**src/rtl/mips_multicycle_ctrl.sv**
```systemverilog
// ---------------------------------------------------------------------------
// mips_multicycle_ctrl
//   Multi-cycle control FSM for the single-issue MIPS core. It sequences
//   FETCH/DECODE/EXEC/MEM/WB around one shared instruction/data memory port,
//   produces the per-cycle datapath strobes, counts retired instructions,
//   flags illegal encodings and traps into ERROR on a memory-handshake
//   timeout.
//
// Ports
//   clk, rst_n          clock (rising edge), asynchronous active-low reset
//   opcode, funct       IR[31:26] and IR[5:0]
//   dec_memwrite        decoder store flag
//   dec_branch          decoder branch flag
//   dec_jump            decoder jump flag
//   alu_zero            ALU result is zero
//   mem_ready           memory completes the access this cycle
//   mem_req/sel/we      memory request, address select (0 PC, 1 ALU), write
//   ir_write            load IR from memory read data
//   pc_write, pc_src    PC load strobe and source (00 +4, 01 branch, 10 jump)
//   rf_we               register-file write strobe
//   retire, illegal     one-cycle pulses: completed / unsupported encoding
//   error               high while the FSM sits in ERROR
//   retired_cnt         wrapping count of retired instructions
//   state               IDLE=0 FETCH=1 DECODE=2 EXEC=3 MEM=4 WB=5 ERROR=6
// ---------------------------------------------------------------------------
module mips_multicycle_ctrl #(
  parameter int CNT_W       = 32,
  parameter int MEM_TIMEOUT = 15
) (
  input  logic             clk,
  input  logic             rst_n,
  input  logic [5:0]       opcode,
  input  logic [5:0]       funct,
  input  logic             dec_memwrite,
  input  logic             dec_branch,
  input  logic             dec_jump,
  input  logic             alu_zero,
  input  logic             mem_ready,
  output logic             mem_req,
  output logic             mem_sel,
  output logic             mem_we,
  output logic             ir_write,
  output logic             pc_write,
  output logic [1:0]       pc_src,
  output logic             rf_we,
  output logic             retire,
  output logic             illegal,
  output logic             error,
  output logic [CNT_W-1:0] retired_cnt,
  output logic [2:0]       state
);

  localparam logic [2:0] IDLE   = 3'd0;
  localparam logic [2:0] FETCH  = 3'd1;
  localparam logic [2:0] DECODE = 3'd2;
  localparam logic [2:0] EXEC   = 3'd3;
  localparam logic [2:0] MEM    = 3'd4;
  localparam logic [2:0] WB     = 3'd5;
  localparam logic [2:0] ERROR  = 3'd6;

  logic [2:0]  next_state;
  logic [31:0] wait_cnt;
  logic        legal;
  logic        timeout_hit;

  // Supported encodings: four R-type functs plus addi, lw, sw, beq, j.
  always_comb begin
    legal = 1'b0;
    case (opcode)
      6'h00:                             legal = funct inside {6'h20, 6'h21, 6'h22, 6'h24};
      6'h08, 6'h23, 6'h2B, 6'h04, 6'h02: legal = 1'b1;
      default:                           legal = 1'b0;
    endcase
  end

  // The current wait cycle would be the MEM_TIMEOUT-th one; zero disables it.
  assign timeout_hit = (MEM_TIMEOUT != 0) && ((wait_cnt + 32'd1) == 32'(MEM_TIMEOUT));

  // All outputs come from the current state (plus inputs) so a reset
  // drops an in-flight request immediately, without waiting for a clock.
  always_comb begin
    next_state = state;
    mem_req    = 1'b0;
    mem_sel    = 1'b0;
    mem_we     = 1'b0;
    ir_write   = 1'b0;
    pc_write   = 1'b0;
    pc_src     = 2'b00;
    rf_we      = 1'b0;
    retire     = 1'b0;
    illegal    = 1'b0;
    error      = 1'b0;
    case (state)
      IDLE: next_state = FETCH;
      FETCH: begin
        mem_req = 1'b1;
        if (mem_ready) begin
          ir_write   = 1'b1;
          pc_write   = 1'b1;
          next_state = DECODE;
        end else if (timeout_hit) begin
          next_state = ERROR;
        end
      end
      DECODE: begin
        if (!legal) begin
          illegal    = 1'b1;
          next_state = FETCH;
        end else if (dec_jump) begin
          pc_write   = 1'b1;
          pc_src     = 2'b10;
          retire     = 1'b1;
          next_state = FETCH;
        end else begin
          next_state = EXEC;
        end
      end
      EXEC: begin
        if (dec_branch) begin
          pc_write   = alu_zero;
          pc_src     = 2'b01;
          retire     = 1'b1;
          next_state = FETCH;
        end else if (opcode == 6'h23 || opcode == 6'h2B) begin
          next_state = MEM;
        end else begin
          next_state = WB;
        end
      end
      MEM: begin
        mem_req = 1'b1;
        mem_sel = 1'b1;
        mem_we  = dec_memwrite;
        if (mem_ready) begin
          retire     = dec_memwrite;
          next_state = dec_memwrite ? FETCH : WB;
        end else if (timeout_hit) begin
          next_state = ERROR;
        end
      end
      WB: begin
        rf_we      = 1'b1;
        retire     = 1'b1;
        next_state = FETCH;
      end
      ERROR:   error = 1'b1;
      default: next_state = IDLE;
    endcase
  end

  // State, retire counter and wait counter. The wait counter restarts on
  // every state change, which covers each entry into FETCH or MEM.
  always_ff @(posedge clk or negedge rst_n) begin
    if (!rst_n) begin
      state       <= IDLE;
      retired_cnt <= '0;
      wait_cnt    <= '0;
    end else begin
      state <= next_state;
      if (retire)
        retired_cnt <= retired_cnt + {{(CNT_W-1){1'b0}}, 1'b1};
      if (next_state != state)
        wait_cnt <= '0;
      else if (mem_req && !mem_ready)
        wait_cnt <= wait_cnt + 32'd1;
    end
  end

endmodule

```
**config.mk**
```make
export PLATFORM = sky130hd
export DESIGN_NAME = mips_multicycle_ctrl
export DESIGN_NICKNAME = d
export VERILOG_FILES = /design/src/rtl/mips_multicycle_ctrl.sv
export SDC_FILE = /design/constraint.sdc
export NUM_CORES = 1
export LEC_CHECK = 0
export ABC_AREA = 0
export BUFFER_PORTS_ARGS = -buffer_cell sky130_fd_sc_hd__clkbuf_2
export CORE_UTILIZATION = 57
export DETAILED_ROUTE_END_ITERATION = 7
export PLACE_DENSITY_LB_ADDON = 0.12
export REMOVE_ABC_BUFFERS = 1
export SLEW_MARGIN = 5
export SYNTH_ARGS = -nofsm -noshare
export SYNTH_HDL_FRONTEND = slang
export SYNTH_SLANG_ARGS = --single-unit
```
**constraint.sdc**
```tcl
create_clock -name clk -period 4.5 [get_ports clk]
set_input_delay 1.35 -clock clk [delete_from_list [all_inputs] [get_ports clk]]
set_output_delay 1.35 -clock clk [all_outputs]
set_load 0.1 [all_outputs]
```
==> results.md, run 1 <==
* Status: completed
* Clk_lat worst skew at around 350 ps
* Largest area contributor in the netlist: dfrtp_1
* Non-filler cells, final at around 600
* DRC Markers at 0
* Leakage at 2.05 nW
* Power Dens Cells at about 410 nW/um2
* Place WS at around 57 ps
* # Max-Cap Violations at 0
* Die height at ~87 um
* Critical path arrival at a little over 3000 ps
* Setup-failing EPs final at 0
* Peak VDD IR at between 0.0002 and 0.00025 V
* CTS tree: yes
* Setup crit end kind: primary output
* Core ar. at a little under 7000 um2
* Max Transition Viols Final at 0
* Worst EP required at 3150 ps
* Fillers at between 600 and 700
* Synth Cell Area at between 4000 and 5000 um2
* Actual slew at the worst max-slew pin at between 800 and 900 ps
* Final Cycle Share at 0.974
* HP Start: retired_cnt[31]$_DFFE_PN0P_
* # rows at 30
* Vias in the first global route at 3353
* Min Tclk post-route at 4380 ps
* Final ANT Viol Nets at 0
* DP Area at approximately 4500 um2
* Buffers added on ports at 64
* CTS Hold Bufs at 0
* Area of the multi-input gates at ~2300 um2
* HP Class: flop to flop
* Total Power at between 1.5 and 2 mW
* CP Class: primary input to primary output
* Setup bufs post-CTS at 0
* Yosys reg bits at 67
* Register area share after synthesis at 0.403
* Antenna violations before repair at 0
* P&R area growth vs syn at 13.7%
* Initial core utilization at 0.603
* Critical Path Fanout Max at 3
* Max Clock Skew at 11.0 ps
* Top cell type's share of synthesized area at 0.403
* Routed wire per std cell at 16.1 um
* Reg-to-Reg Start: wait_cnt[0]$_DFFE_PN0P_
* Post-Syn Instances at between 400 and 500
* Sink Count at 67
* Most used DFF post-synth: dfrtp_1
* PnR worst setup slack at around 120 ps
* Setup TNS at 0 ps
* Fin. Hold Viols at 0
* Fmax achieved at between 0.2 and 0.25 GHz
* Hold_ws at around 470 ps
* FFs w/ async S/R, synth at 1.00
* RSZ-0062 raised after global routing: false
* Ranking of synthesized cells by area: dfrtp_1, xnor2_1, xor2_1, a21oi_1, nand4_1
* Library cells used by synthesis at between 50 and 60
* Synthesized area per cell at 9.27 um2
* Drt total wl at 9730 um
* N_diodes at 0
* Total CTS buffers at 9
* First-pass DRT Iterations at 5
* Grt ovf at 0
* Relative slew margins at 0.461
* Clock transition at path regs at 70 ps
* Post-CTS sizing at 0
* Critical Path Start: funct[2]
* CP startpoint kind: primary input
* Vias/cell at roughly 6
* H-tree lvl count at 3
* Final Instance Area at approximately 4700 um2
* Largest net degree at the start of global routing at 44
* Die Area at between 7000 and 8000 um2
* Layout net count at 526
* GRT Total Usage at 0.269
* Yosys warning count at 0
* DR iter-0 viols at 333
* I/O Pins at 65
* Share of layout cells above drive strength 1 at 0.193
* Dpl cells at roughly 590
* Vias at ~3600
* Clk root buf: clkbuf_8
* Post-synth EDFFs at 0
* Sequential cell area at around 1700 um2
* Die W at between 80 and 90 um
* DP Wirelength at 6800 um
* GPL Wtd Cong at roughly 0.84
* First-pass GRT wire length at 15900 um
* Final core utilization at 0.685
* CTS Buffer Depth at 2
## final cells by class
type / instances / share of cell area
Clock buffer: 9 / 0.0262
Clock inverter: 7 / 0.0161
Inverter: 15 / 0.0119
Multi-Input combinational cell: 342 / 0.482
Sequential cell: 67 / 0.354
Tap cell: 96 / 0.0254
Timing Repair Buffer: 68 / 0.0836
## sequential cells by signal, summed over array words and instances (netlist names)
| register | flops |
|---|---|
| retired_cnt | 32 |
| wait_cnt | 32 |
| state | 3 |
## final timing paths
check	end	slack, ps	cells past startpoint
max in group asynchronous	wait_cnt[3]$_DFFE_PN0P_	2550	2
setup / recovery	pc_write	120	7
hold reg to reg	retired_cnt[31]$_DFFE_PN0P_	470	1
min in group asynchronous	wait_cnt[26]$_DFFE_PN0P_	990	1
hold / removal	retired_cnt[31]$_DFFE_PN0P_	470	1
setup reg to reg	wait_cnt[25]$_DFFE_PN0P_	870	9
## power by group
group	internal (mW)	total (mW)	switching, mW	leakage [nW]
registers	0.631	0.689	0.0582	0.921
logic	0.143	0.732	0.588	1.03
clock network	0.259	0.508	0.249	0.0962
## cell usage after synthesis (3+ instances only)
cell type / instances
buf_1: 3
nand3_1: 23
dfrtp_1: 67
clkbuf_1: 7
nor3_1: 16
or2_2: 4
o31ai_1: 4
a21oi_1: 36
and2_1: 3
a22oi_1: 3
nand2_1: 30
xnor2_1: 42
nand3b_1: 3
xor2_1: 28
ha_1: 4
o21ai_0: 11
o41ai_1: 3
buf_6: 6
or3_1: 12
and4_1: 6
nor4_1: 12
nor2_1: 25
nor3b_1: 3
nand2b_1: 4
nor2b_1: 3
nand4_1: 20
buf_2: 9
inv_1: 15
and3_1: 14
## per-layer routing
metal / vias up / part of all wire / global-route usage
met5: - / 0 / 0
met4: 0 / 0.021 / 0.0879
met3: 18 / 0.063 / 0.0616
met2: 142 / 0.47 / 0.445
met1: 1746 / 0.44 / 0.347
li1: 1726 / - / -
## logic make-up (layout without fill, tap and decap cells)
family | Yosys count | in the layout | synth area share
adders and majority gates | 5 | 5 | 0.0144
DFF | 67 | 67 | 0.403
muxes | 1 | 1 | 0.00271
buffers and inverters | 40 | 99 | 0.0496
xor gates and xnor gates | 70 | 70 | 0.147
and+or+nand+nor | 186 | 186 | 0.256
AOI/OAI and AO/OA | 80 | 80 | 0.127
## worst max-delay path: stages
cell      delay, ps
clkbuf_2         80
maj3_1          340
o41ai_1         260
a31oi_1         150
or2_2           360
o22ai_1         260
buf_12          220
## cells in the final DEF, fill, tap and decap left out, types with 16 or more instances in the layout
cell type,instances
nand3_1,23
xnor2_1,42
nand4_1,20
nor2_1,25
xor2_1,28
nand2_1,30
clkbuf_2,60
dfrtp_1,67
nor3_1,16
a21oi_1,35
Note: power is estimated with default switching activity, not from simulation.
==> inputs of run 2 (changes only) <==
- BUFFER_PORTS_ARGS: -buffer_cell sky130_fd_sc_hd__clkbuf_2 -> -buffer_cell sky130_fd_sc_hd__buf_2
==> run 2 against run 1 <==
Compared with the run above: critical endpoint is now retire; largest cell class unchanged; wire length down 3.4%; combinational power about the same; count of clock-buffer cells in the layout is 1 higher; cell count unchanged.
==> results.md, run 2 (synthesis gave the netlist of run 1 again) <==
* CTS tree: yes
* HP Class: flop to flop
* R2R Setup Slk at 860 ps (about the same)
* Max Clock Skew at 12.9 ps (+1.87 ps)
* GPL Wtd Cong at 0.838 (+0.34%)
* Routed length on met2 at 4280 um (-7.4%)
* Vias/cell at 5.93 (-1.3%)
* Met3 Wirelength at 598 um (-2.0%)
* Power Dens Cells at 425 nW/um2 (+4.2%)
* I/O Pins at 65 (unchanged)
* Largest net degree at the start of global routing at 44 (unchanged)
* Drt total wl at 9400 um (-3.4%)
* Die W at 87.4 um (unchanged)
* Top flop regs: retired_cnt: 32 flops, wait_cnt: 32 flops, state: 3 flops
* Max Transition Viols Final at 0 (unchanged)
* DR iter-0 viols at 255 (-23%)
* Critical path buffers and inverters at 2 (unchanged)
* Met1 WL at 4380 um (+1.9%)
* Leakage at 2.10 nW (+2.6%)
* CTS Buffer Depth at 2 (unchanged)
* Top sig layer: met4
* Die Area at 7650 um2 (unchanged)
* Worst EP required at 3150 ps (about the same)
* Final ANT Viol Nets at 0 (unchanged)
* Die height at 87.4 um (unchanged)
* Clk_lat worst skew at 350 ps (about the same)
* Setup-failing EPs final at 0 (unchanged)
* Vias in the first global route at 3229 (-3.7%)
* Fin. Hold Viols at 0 (unchanged)
* Place WS at 55.4 ps (-1.24 ps)
* RSZ-0062 raised after global routing: false
* Clock transition at path regs at 80 ps (about the same)
* DP Wirelength at 6590 um (-3.2%)
* DP Area at 4530 um2 (unchanged)
* # Max-Cap Violations at 0 (unchanged)
* Min Tclk post-route at 4350 ps (-34.5 ps)
* Total CTS buffers at 9 (unchanged)
* Cell chain of the critical path: buf_2, maj3_1, o41ai_1, a31oi_1, or2_2, a21oi_2, buf_12
* # rows at 30 (unchanged)
* CP Class: primary input to primary output
* Setup crit end kind: primary output
* HP Start: retired_cnt[31]$_DFFE_PN0P_
* First-pass DRT Iterations at 5 (unchanged)
* Vias at 3583 (-1.3%)
* Share of layout cells above drive strength 1 at 0.193 (unchanged)
* Actual slew at the worst max-slew pin at 921 ps (+115 ps)
* GRT Total Usage at 0.262 (-0.00665)
* P&R area growth vs syn at 14.8%
* Layout net count at 526 (unchanged)
* Total Power at 2.03 mW (+5.2%)
* CP max stage cell: or2_2
* Setup bufs post-CTS at 0 (unchanged)
* Largest stage delay, worst path at 370 ps (about the same)
* Peak VDD IR at 0.000245 V (+22%)
* First-pass GRT wire length at 15500 um (-2.0%)
* Most frequent cells in the layout: dfrtp_1, buf_2, xnor2_1, a21oi_1, nand2_1
* Most common cell after layout, fill and taps aside: dfrtp_1
* Routed wire per std cell at 15.6 um (-3.4%)
* Core ar. at 6910 um2 (unchanged)
* Antenna violations before repair at 0 (unchanged)
* Clk root buf: clkbuf_8
* Final Instance Area at 4780 um2 (+0.98%)
* CP startpoint kind: primary input
* Status: completed
* DRC Markers at 0 (unchanged)
* Buffers added on ports at 64 (unchanged)
* Critical path arrival at 3000 ps (-30 ps)
* Fmax achieved at 0.230 GHz (+0.79%)
* N_diodes at 0 (unchanged)
* Final Cycle Share at 0.966 (-0.00767)
* Delay-heaviest family, CP: compound AO/OA/AOI/OAI gates
* Sink Count at 67 (unchanged)
* Initial core utilization at 0.603 (unchanged)
* PnR worst setup slack at 153 ps (+34.5 ps)
* Reg-to-Reg Start: wait_cnt[0]$_DFFE_PN0P_
* Relative slew margins at 0.386 (-0.0755)
* Critical Path Fanout Max at 3 (unchanged)
* Critical Path Start: funct[2]
* Grt ovf at 0 (unchanged)
* H-tree lvl count at 3 (unchanged)
[run 2: changes by cell type in the layout (fill, tap and decap cells not counted), sizes merged]
cell,delta
bufinv,+2
buf,+60
clkbuf,-59
inv,-1
clkinvlp,-2
[run 2: repair_timing]
item | in CTS | in global routing
hold buffers | 0 | 0
endpoints found under the setup margin | 0 | 1
gates resized for setup | 0 | 2
[run 2: cell type report]
class	count	area (um2)
flip-flops and latches	67	1680
inverters	15	56.3
well taps	96	120
multi-input cells	342	2290
clock inverters	6	113
fillers	565	2130
clock buffers	10	128
repair buffers	68	395
[run 2: path summary, 6_finish.rpt]
path / cells after the start / endpoint
hold / removal: 1 / retired_cnt[31]$_DFFE_PN0P_
max in group asynchronous: 2 / retired_cnt[25]$_DFFE_PN0P_
setup reg to reg: 9 / wait_cnt[25]$_DFFE_PN0P_
hold reg to reg: 1 / retired_cnt[31]$_DFFE_PN0P_
min in group asynchronous: 1 / wait_cnt[12]$_DFFE_PN0P_
setup / recovery: 7 / retire
[run 2: layer usage]
layer / vias up / global-route usage
met2: 121 / 0.401
met4: 0 / 0.0835
li1: 1723 / -
met5: - / 0
met3: 15 / 0.0483
met1: 1724 / 0.377
[run 2: where the power goes]
group | internal [mW] | switching, mW | total [mW]
registers | 0.631 | 0.0554 | 0.687
clock network | 0.370 | 0.241 | 0.611
logic | 0.145 | 0.587 | 0.732
[run 2: through the flow]
step / hold WS [ps] / util / TNS (ps) / std cells
final: 470 / 0.692 / 0 / 604
after global routing: 487 / 0.692 / 0 / 604
after CTS: 473 / 0.690 / 0 / 604
after detailed placement: 461 / 0.655 / 0 / 588
after global placement: 454 / 0.655 / 0 / 588
after floorplan: 553 / - / -4470 / 424
